[src/rtl/rco_cal_pkg.sv]
// Shared types and helpers for the RCO calibration controller.
package rco_cal_pkg;

  localparam int unsigned CW_W_DEF  = 7;
  localparam int unsigned CNT_W_DEF = 16;

  typedef enum logic [2:0] {
    IDLE,
    SETTLE,
    MEAS,
    DECIDE,
    DONE
  } cal_state_t;

  // Increment that sticks at the all-ones value of a 'width'-bit field
  function automatic logic [31:0] sat_inc(input logic [31:0] val, input int unsigned width);
    logic [31:0] max_val;
    max_val = (width >= 32) ? '1 : ((32'd1 << width) - 32'd1);
    return (val >= max_val) ? max_val : val + 32'd1;
  endfunction

endpackage

[src/rtl/rco_edge_counter.sv]
// Brings rco_clk into the clk domain, detects rising edges and counts them
// over a measurement window. The count saturates instead of wrapping.
module rco_edge_counter
  import rco_cal_pkg::*;
#(
  parameter int unsigned CNT_W = CNT_W_DEF
) (
  input  logic             clk,
  input  logic             rst_n,
  input  logic             rco_clk,
  input  logic             win_clr,
  input  logic             win_en,
  output logic [CNT_W-1:0] cnt
);

  logic s1, s2, s3;
  logic rise;

  // Two-flop synchronizer followed by one delay flop for edge detection
  always_ff @(posedge clk or negedge rst_n) begin
    if (!rst_n) begin
      s1 <= 1'b0;
      s2 <= 1'b0;
      s3 <= 1'b0;
    end else begin
      s1 <= rco_clk;
      s2 <= s1;
      s3 <= s2;
    end
  end

  assign rise = s2 & ~s3;

  // Window edge counter: cleared at window start, saturating increment
  always_ff @(posedge clk or negedge rst_n) begin
    if (!rst_n) begin
      cnt <= '0;
    end else if (win_clr) begin
      cnt <= '0;
    end else if (win_en && rise) begin
      cnt <= CNT_W'(sat_inc(32'(cnt), CNT_W));
    end
  end

endmodule

[src/rtl/rco_calib_ctrl.sv]
// RCO calibration controller: successive-approximation search on calib_word,
// judging each trial by the RCO edge count over a fixed window.
// Optional feature macro: RCO_CAL_MONITOR_EN (continuous post-lock frequency
// monitor driving freq_err); without it DONE is static and freq_err is 0.
module rco_calib_ctrl
  import rco_cal_pkg::*;
#(
  parameter int unsigned CW_W       = CW_W_DEF,
  parameter int unsigned CNT_W      = CNT_W_DEF,
  parameter int unsigned WIN_CYC    = 2000,
  parameter int unsigned SETTLE_CYC = 1200,
  parameter int unsigned TOL        = 2
) (
  input  logic             clk,
  input  logic             rst_n,
  input  logic             cal_start,
  input  logic [CNT_W-1:0] target_cnt,
  input  logic             rco_clk,
  output logic             rco_clk_en,
  output logic [CW_W-1:0]  calib_word,
  output logic             cal_busy,
  output logic             cal_done,
  output logic [CNT_W-1:0] meas_cnt,
  output logic             freq_err
);

  localparam int unsigned TMR_MAX = (WIN_CYC > SETTLE_CYC) ? WIN_CYC : SETTLE_CYC;
  localparam int unsigned TMR_W   = $clog2(TMR_MAX + 1);
  localparam int unsigned BIT_W   = (CW_W > 1) ? $clog2(CW_W) : 1;

  localparam logic [TMR_W-1:0] SETTLE_LAST = TMR_W'(SETTLE_CYC - 1);
  localparam logic [TMR_W-1:0] WIN_LAST    = TMR_W'(WIN_CYC - 1);
  localparam logic [BIT_W-1:0] BIT_TOP     = BIT_W'(CW_W - 1);
  localparam logic [CW_W-1:0]  MSB_MASK    = CW_W'(1) << (CW_W - 1);

  cal_state_t       state;
  logic [TMR_W-1:0] tmr;
  logic [BIT_W-1:0] bit_idx;
  logic [CNT_W-1:0] tgt;
  logic [CNT_W-1:0] win_cnt;
  logic             settle_end, win_end;
  logic             win_clr, win_en;
  logic             too_fast, start_ok;
  logic [CW_W-1:0]  bit_mask, next_mask, cw_decided;

`ifdef RCO_CAL_MONITOR_EN
  logic             mon_mode;
  logic [CNT_W-1:0] abs_err;
  logic             out_of_tol;
`else
  assign freq_err = 1'b0;
`endif

  rco_edge_counter #(
    .CNT_W (CNT_W)
  ) u_edge_counter (
    .clk     (clk),
    .rst_n   (rst_n),
    .rco_clk (rco_clk),
    .win_clr (win_clr),
    .win_en  (win_en),
    .cnt     (win_cnt)
  );

  // Timer terminal counts, window control and the SAR trial decision
  always_comb begin
    settle_end = (state == SETTLE) && (tmr == SETTLE_LAST);
    win_end    = (state == MEAS) && (tmr == WIN_LAST);
    win_clr    = settle_end;
    win_en     = (state == MEAS);
    too_fast   = meas_cnt > tgt;
    bit_mask   = CW_W'(1) << bit_idx;
    next_mask  = bit_mask >> 1;
    // Keep the trial bit when too fast, otherwise drop it; then arm the next bit
    cw_decided = (too_fast ? calib_word : (calib_word & ~bit_mask)) | next_mask;
`ifdef RCO_CAL_MONITOR_EN
    abs_err    = too_fast ? (meas_cnt - tgt) : (tgt - meas_cnt);
    out_of_tol = abs_err > CNT_W'(TOL);
    start_ok   = cal_start && ((state == IDLE) || (state == DONE) || mon_mode);
`else
    start_ok   = cal_start && ((state == IDLE) || (state == DONE));
`endif
  end

  // Calibration FSM with registered outputs
  always_ff @(posedge clk or negedge rst_n) begin
    if (!rst_n) begin
      state      <= IDLE;
      tmr        <= '0;
      bit_idx    <= '0;
      tgt        <= '0;
      rco_clk_en <= 1'b0;
      calib_word <= '0;
      cal_busy   <= 1'b0;
      cal_done   <= 1'b0;
      meas_cnt   <= '0;
`ifdef RCO_CAL_MONITOR_EN
      mon_mode   <= 1'b0;
      freq_err   <= 1'b0;
`endif
    end else if (start_ok) begin
      state      <= SETTLE;
      tmr        <= '0;
      bit_idx    <= BIT_TOP;
      tgt        <= target_cnt;
      rco_clk_en <= 1'b1;
      calib_word <= MSB_MASK;
      cal_busy   <= 1'b1;
      cal_done   <= 1'b0;
`ifdef RCO_CAL_MONITOR_EN
      mon_mode   <= 1'b0;
      freq_err   <= 1'b0;
`endif
    end else begin
      case (state)
        IDLE: ;
        SETTLE: begin
          if (settle_end) begin
            state <= MEAS;
            tmr   <= '0;
          end else begin
            tmr <= tmr + 1'b1;
          end
        end
        MEAS: begin
          if (win_end) begin
            meas_cnt <= win_cnt;
            state    <= DECIDE;
            tmr      <= '0;
          end else begin
            tmr <= tmr + 1'b1;
          end
        end
        DECIDE: begin
`ifdef RCO_CAL_MONITOR_EN
          // Post-lock windows reuse SETTLE/MEAS; only the error flag updates here
          if (mon_mode) begin
            freq_err <= out_of_tol;
            state    <= SETTLE;
          end else
`endif
          if (bit_idx == '0) begin
            calib_word <= cw_decided;
            state      <= DONE;
            cal_busy   <= 1'b0;
            cal_done   <= 1'b1;
`ifdef RCO_CAL_MONITOR_EN
            mon_mode   <= 1'b1;
`endif
          end else begin
            calib_word <= cw_decided;
            bit_idx    <= bit_idx - 1'b1;
            state      <= SETTLE;
          end
        end
        DONE: begin
`ifdef RCO_CAL_MONITOR_EN
          state <= SETTLE;
          tmr   <= '0;
`endif
        end
        default: state <= IDLE;
      endcase
    end
  end

endmodule

[config.mk]
export PLATFORM = sky130hd
export DESIGN_NAME = rco_calib_ctrl
export DESIGN_NICKNAME = d
export VERILOG_FILES = /design/src/rtl/rco_cal_pkg.sv /design/src/rtl/rco_edge_counter.sv /design/src/rtl/rco_calib_ctrl.sv
export SDC_FILE = /design/constraint.sdc
export NUM_CORES = 1
export LEC_CHECK = 0
export ABC_CLOCK_PERIOD_IN_PS = 6000
export CAP_MARGIN = 25
export CORE_MARGIN = 2
export CORE_UTILIZATION = 50
export DETAILED_ROUTE_END_ITERATION = 8
export MAX_ROUTING_LAYER = met4
export PLACE_DENSITY_LB_ADDON = 0.12
export SYNTH_ARGS = -nofsm -noshare
export SYNTH_HDL_FRONTEND = slang
export SYNTH_HIERARCHICAL = 1
export SYNTH_SLANG_ARGS = --single-unit
[constraint.sdc]
create_clock -name clk -period 6 [get_ports clk]
set_clock_uncertainty 0.15 [all_clocks]
set_input_delay 1.2 -clock clk [delete_from_list [all_inputs] [get_ports clk]]
set_output_delay 1.2 -clock clk [all_outputs]
set_load 0.01 [all_outputs]
==> results of run 1 <==
[cell families (layout without fill, tap and decap cells)]
group,count (synthesis),count (layout),share of synthesized area
AO/OA/AOI/OAI,103,103,0.1640
adder cells (fa/ha/maj),23,23,0.07212
other,1,1,0.0009398
XOR/XNOR,1,1,0.002195
buffers and inverters,39,89,0.04359
multiplexers,16,16,0.04515
flip-flops,78,78,0.4892
AND/OR/NAND/NOR,135,135,0.1828
[metal layers]
layer	vias up	routed length, um	track usage
li1	1517	-	-
met1	1449	4223	0.3021
met2	52	3609	0.2974
met3	10	311	0.05318
met4	0	77	0.05147
met5	-	0	-
[cell type report]
cell class | instances | area [um^2] | area share
multi-input combinational | 279 | 1876 | 0.3920
clock inverter | 7 | 121.4 | 0.02537
sequential | 78 | 1952 | 0.4079
inverter | 25 | 93.84 | 0.01961
timing repair buffer | 48 | 490.5 | 0.1025
clock buffer | 9 | 123.9 | 0.02589
tap | 102 | 127.6 | 0.02667
[Yosys cell counts, types with 5 or more instances]
master | count | area [um^2]
dfrtp_1 | 78 | 1952
nand2_1 | 46 | 172.7
o21ai_0 | 28 | 140.1
inv_1 | 25 | 93.84
ha_1 | 23 | 287.8
nor2_1 | 22 | 82.58
a21oi_1 | 18 | 90.09
mux2_2 | 16 | 180.2
nor3_1 | 12 | 60.06
o21ai_1 | 11 | 55.05
nand3_1 | 10 | 50.05
a31oi_1 | 8 | 50.05
and3_1 | 8 | 50.05
clkbuf_1 | 7 | 26.28
a311oi_1 | 5 | 43.79
[report_power, final]
part	internal (W)	switching, W
clock	0.000279	0.000205
combinational	0.000110	0.000177
sequential	0.000592	0.0000332
total	0.000980	0.000416
[worst paths after layout]
| check | start | end | cells past startpoint |
|---|---|---|---|
| max | cal_start | tmr[10] | 6 |
| max in group asynchronous | rst_n | u_edge_counter/cnt[0] | 2 |
| min reg2reg | u_edge_counter/s1 | u_edge_counter/s2 | 0 |
| max reg2reg | meas_cnt[13] | calib_word[1] | 7 |
| min | u_edge_counter/s1 | u_edge_counter/s2 | 0 |
| min in group asynchronous | rst_n | tgt[15] | 1 |
[registers in the layout (all words and copies together), names as in the netlist]
name	cells
cal_done	1
calib_word	7
bit_idx	3
state	3
tmr	11
u_edge_counter/s3	1
u_edge_counter/cnt	16
u_edge_counter/s1	1
tgt	16
cal_busy	1
meas_cnt	16
u_edge_counter/s2	1
rco_clk_en	1
[metrics by stage]
| step | area [um^2] | hold slack, ns | power [W] |
|---|---|---|---|
| global placement | 4512 | 0.1831 | 0.0009080 |
| floorplan | 3990 | 0.1812 | 0.0008559 |
| global route | 4785 | 0.2196 | 0.001489 |
| detailed placement | 4512 | 0.1926 | 0.0009217 |
| finish | 4785 | 0.2070 | 0.001395 |
| CTS | 4757 | 0.2110 | 0.001408 |
[worst reg2reg max path: cells and delay by family (launching register included)]
kind                       cells  cell delay (ns)
DFF                            1             0.42
and+or+nand+nor                3             0.64
adders and majority gates      1             0.32
AOI/OAI and AO/OA              3             0.92
==> results.toml, run 1 <==
[outcome]
outcome = "finished, final reports clean"

[place]
dp_hpwl_um = 5691
dp_slack_ns = 2.709
gp_congestion = 0.7937
io_buffers = 45
dp_cells = 531

[floorplanning]
fp-row-count = 32
die_h_um = 93.33
start_util = 0.5164
dieWidth_um = 93.33
coreArea_um2 = 7727
pin_count = 47
die-area_um2 = 8710

[timing]
finalCritPeriodShare = 0.4902
final_max_slew_viol_count = 0
finalSetupTns_ns = 0
final_hold_viol_count = 0
setup_slack_ns = 3.059
setup_viol = 0
tightestPinTransition_ns = 0.8668
maxSlewHeadroom = 0.4221
rsz0062_at_grt = "false"
fmax_ghz = 0.3400
fin_crit_ns = 2.941

[clock_tree]
cts_max_level = 3
post_cts_resized = 0
cts_setup_buffers = 0
cts_buffer_depth = 2
ctsHoldBuffers = 0
clkTransAtPathRegs_ns = 0.09
cts_tree = "done"
cts_sinks = 78
cts_buffers = 9
root_buffer = "clkbuf_8"
clock_latency_ns = 0.36

[synthesis]
netlist_instances = 396
ys_ff_latch = 78
seq_area_frac_synth = 0.4892
syn_nets = 439
ys.flop_type = "dfrtp_1"
syn-mean-instance-area_um2 = 10.08
synth_edf_count = 0
ys_warn_count = 6
async_flop_share = 1.000
synth_area_um2 = 3990
synth.distinct_cells = 57

[drt]
drc = 0
vias_per_cell = 5.526
ant_nets = 0
vias = 3028
dr.pass1.iters = 4
routedWlPerCell_um = 15.00
totalWireLength_um = 8221
drtIter0Drc = 135

[cells_and_area]
area_growth_pct = 19.91
layout_commonest_cell = "dfrtp_1"
num-fill-cells = 644
nets = 484
final_util = 0.6192
final_cell_mix = "78 x dfrtp_1, 46 x nand2_1, 44 x clkdlybuf4s50_1, 28 x o21ai_0, 25 x inv_1"
fin_cells = 548
diodes = 0
drive_gt1_frac = 0.1188

[power_and_ir_drop]
power.leakage_nw = 2.142
power.density_nw_per_um2 = 291.6
ir_drop_uv = 131.1

[critical_path]
reg2reg_slack_ns = 3.51
crit_required_ns = 6.12
cpLargestDelayFamily = "compound AO/OA/AOI/OAI gates"
crit_path_end_kind = "flip-flop"
critPathBufInv = 2
slowest_delay_ns = 0.71
cp.arrival_ns = 3.06
crit_type = "input pin to flip-flop"
crit_chain = "clkdlybuf4s50_1 -> nor3b_2 -> buf_4 -> a21oi_1 -> o21ai_0 -> o31ai_1"
critPathMaxFanout = 41
slowest_stage = "a21oi_1"
cp-start-kind = "input pin"

[global_routing]
grt_overflow_total = 0
antenna_found_initial = 0
grt_pass1_vias = 2893
grt_max_degree = 79
grt_pass1_wl_um = 14010
grt_usage = 0.2092

[run]
drv_cap = 0

[worst_hold_path]
hp-class = "flip-flop to flip-flop"
No activity file was read; power rests on OpenSTA's default activity.
==> run 2: changes to the inputs <==
--- a/config.mk
+++ b/config.mk
@@ -5,7 +5,7 @@
 export SDC_FILE = /design/constraint.sdc
 export NUM_CORES = 1
 export LEC_CHECK = 0
-export ABC_CLOCK_PERIOD_IN_PS = 6000
+export ABC_CLOCK_PERIOD_IN_PS = 2500
 export CAP_MARGIN = 25
 export CORE_MARGIN = 2
 export CORE_UTILIZATION = 50
==> constraint.sdc (replaced) <==
create_clock -name clk -period 2.5 [get_ports clk]
set_clock_uncertainty 0.15 [all_clocks]
set_input_delay 0.5 -clock clk [delete_from_list [all_inputs] [get_ports clk]]
set_output_delay 0.5 -clock clk [all_outputs]
set_load 0.01 [all_outputs]
==> run 2 against run 1 <==
Net effect:
- global-route usage increased by 0.59 points
- combinational power up 150%
- register-to-register slack got worse by 3.3 ns
==> results.toml, run 2 (same netlist as run 1, synthesis figures left out) <==
[cells_and_area]
fin_cells = 554
area_growth_pct = 19.50
multi_input_area_um2 = 1878
layout_commonest_cell = "dfrtp_1"
nets = 490
regArea_um2 = 1952
largestRegisters = "meas_cnt: 16 flops, tgt: 16 flops, u_edge_counter/cnt: 16 flops"
num-fill-cells = 651
drive_gt1_frac = 0.1305
diodes = 0
final_cell_mix = "78 x dfrtp_1, 46 x nand2_1, 44 x clkdlybuf4s50_1, 28 x o21ai_0, 25 x inv_1"

[drt]
drtIter0Drc = 117
vias = 3095
drc = 0
dr.pass1.iters = 4
vias_per_cell = 5.587
totalWireLength_um = 8370
routedWlPerCell_um = 15.11
ant_nets = 0

[floorplanning]
fp-row-count = 32
die_h_um = 93.33
start_util = 0.5164
dieWidth_um = 93.33
pin_count = 47
die-area_um2 = 8710
coreArea_um2 = 7727

[clock_tree]
cts_sinks = 78
cts_buffer_depth = 2
cts_tree = "done"
cts_buffers = 9
root_buffer = "clkbuf_8"
clock_latency_ns = 0.35
cts_max_level = 3
clkTransAtPathRegs_ns = 0.09

[timing]
final_max_slew_viol_count = 0
fmax_ghz = 0.4336
maxSlewHeadroom = 0.4675
final_hold_viol_count = 0
finalSetupTns_ns = 0
tightestPinTransition_ns = 0.7987
setup_viol = 0
rsz0062_at_grt = "false"
fin_crit_ns = 2.306
finalCritPeriodShare = 0.9226

[power_and_ir_drop]
ir_drop_uv = 432.2
power.density_nw_per_um2 = 639.9
power.leakage_nw = 2.142

[global_routing]
grt_max_degree = 47
grt_pass1_wl_um = 14540
grt_pass1_vias = 3035
grt_overflow_total = 0
antenna_found_initial = 0
grt_usage = 0.2151

[place]
dp_hpwl_um = 6039
io_buffers = 45
dp_cells = 535
gp_congestion = 0.8552

[critical_path]
crit_type = "flip-flop to flip-flop"
critPathMaxFanout = 7
reg2reg_slack_ns = 0.19
cp-start-kind = "flip-flop"
crit_chain = "ha_1 -> nand4_1 -> nor4_1 -> and2_1 -> a41oi_1 -> buf_4 -> o311ai_0 -> nand2_1"
slowest_stage = "dfrtp_1"
crit_path_end_kind = "flip-flop"
critPathBufInv = 1
cp.arrival_ns = 2.39
crit_required_ns = 2.59
cpLargestDelayFamily = "simple AND/OR/NAND/NOR gates"
slowest_delay_ns = 0.41

[run]
drv_cap = 0

[outcome]
outcome = "finished, final reports clean"

[worst_hold_path]
hp-class = "flip-flop to flip-flop"
[run 2: changes by cell type in the layout (fill, tap and decap cells not counted), sizes merged]
cell	previous run	this run
clkbuf	9	10
clkinvlp	0	1
dlygate4sd3	0	1
buf	4	9
bufinv	3	0
clkinv	3	4
[run 2: worst register-to-register path: cells and delay by family, from the launching register on]
family                   cells  cell delay [ns]
AO/OA/AOI/OAI                2             0.32
AND/OR/NAND/NOR              4             0.82
flip-flops                   1             0.41
buffers and inverters        1             0.19
adder cells (fa/ha/maj)      1             0.31
[run 2: through the flow]
step                      instance area [um^2]  setup slack [ns]  total power, W    util  hold slack, ns
after floorplan                           3990           0.07635        0.002054       -         0.05441
after global placement                    4567            0.1310        0.002203  0.5910          0.1827
after detailed placement                  4567           0.04283        0.002240  0.5910          0.1858
after CTS                                 4751          0.005146        0.003081  0.6148          0.2031
after global routing                      4768           0.02065        0.003262  0.6171          0.2145
final                                     4768            0.1936        0.003051  0.6171          0.2003
[run 2: repair_timing]
action	4_1_cts	5_1_grt
gates resized for setup	0	1
endpoints found under the hold margin	32	0
hold buffers	1	0
buffers inserted	0	2
setup endpoints to repair	0	4
[run 2: routing by layer]
layer | GRT usage | vias to the layer above | routed length, um
li1 | - | 1524 | -
met1 | 0.3077 | 1489 | 4231
met5 | - | - | 0
met2 | 0.3112 | 67 | 3673
met4 | 0.08333 | 0 | 148
met3 | 0.03223 | 15 | 317
[run 2: area by class of cell]
class,count,share of cell area
Inverter,25,0.01968
Tap cell,102,0.02676
Clock inverter,6,0.007610
Clock buffer,10,0.02886
Timing Repair Buffer,54,0.1139
Sequential cell,78,0.4093
Multi-Input combinational cell,279,0.3939
[run 2: final timing paths]
path,start,end,cells after the start
setup / recovery,meas_cnt[14],calib_word[1],8
hold / removal,u_edge_counter/s1,u_edge_counter/s2,0
setup reg to reg,meas_cnt[14],calib_word[1],8
hold reg to reg,u_edge_counter/s1,u_edge_counter/s2,0
max in group asynchronous,rst_n,u_edge_counter/s1,3
min in group asynchronous,rst_n,tgt[10],2
[run 2: where the power goes]
| part | switching, W | total, W | internal [W] | leakage [nW] |
|---|---|---|---|---|
| clock | 0.000457 | 0.000840 | 0.000384 | 0.0922 |
| sequential | 0.0000786 | 0.00150 | 0.00142 | 1.02 |
| combinational | 0.000436 | 0.000712 | 0.000276 | 1.03 |
| total | 0.000971 | 0.00305 | 0.00208 | 2.14 |
==> run 3: changes to the inputs <==
--- a/config.mk
+++ b/config.mk
@@ -9,6 +9,7 @@
 export CAP_MARGIN = 25
 export CORE_MARGIN = 2
 export CORE_UTILIZATION = 50
+export CTS_CLUSTER_DIAMETER = 40
 export DETAILED_ROUTE_END_ITERATION = 8
 export MAX_ROUTING_LAYER = met4
 export PLACE_DENSITY_LB_ADDON = 0.12
==> results of run 3 <==
Same layout as run 2: the final DEF is identical, and so are final timing and power.
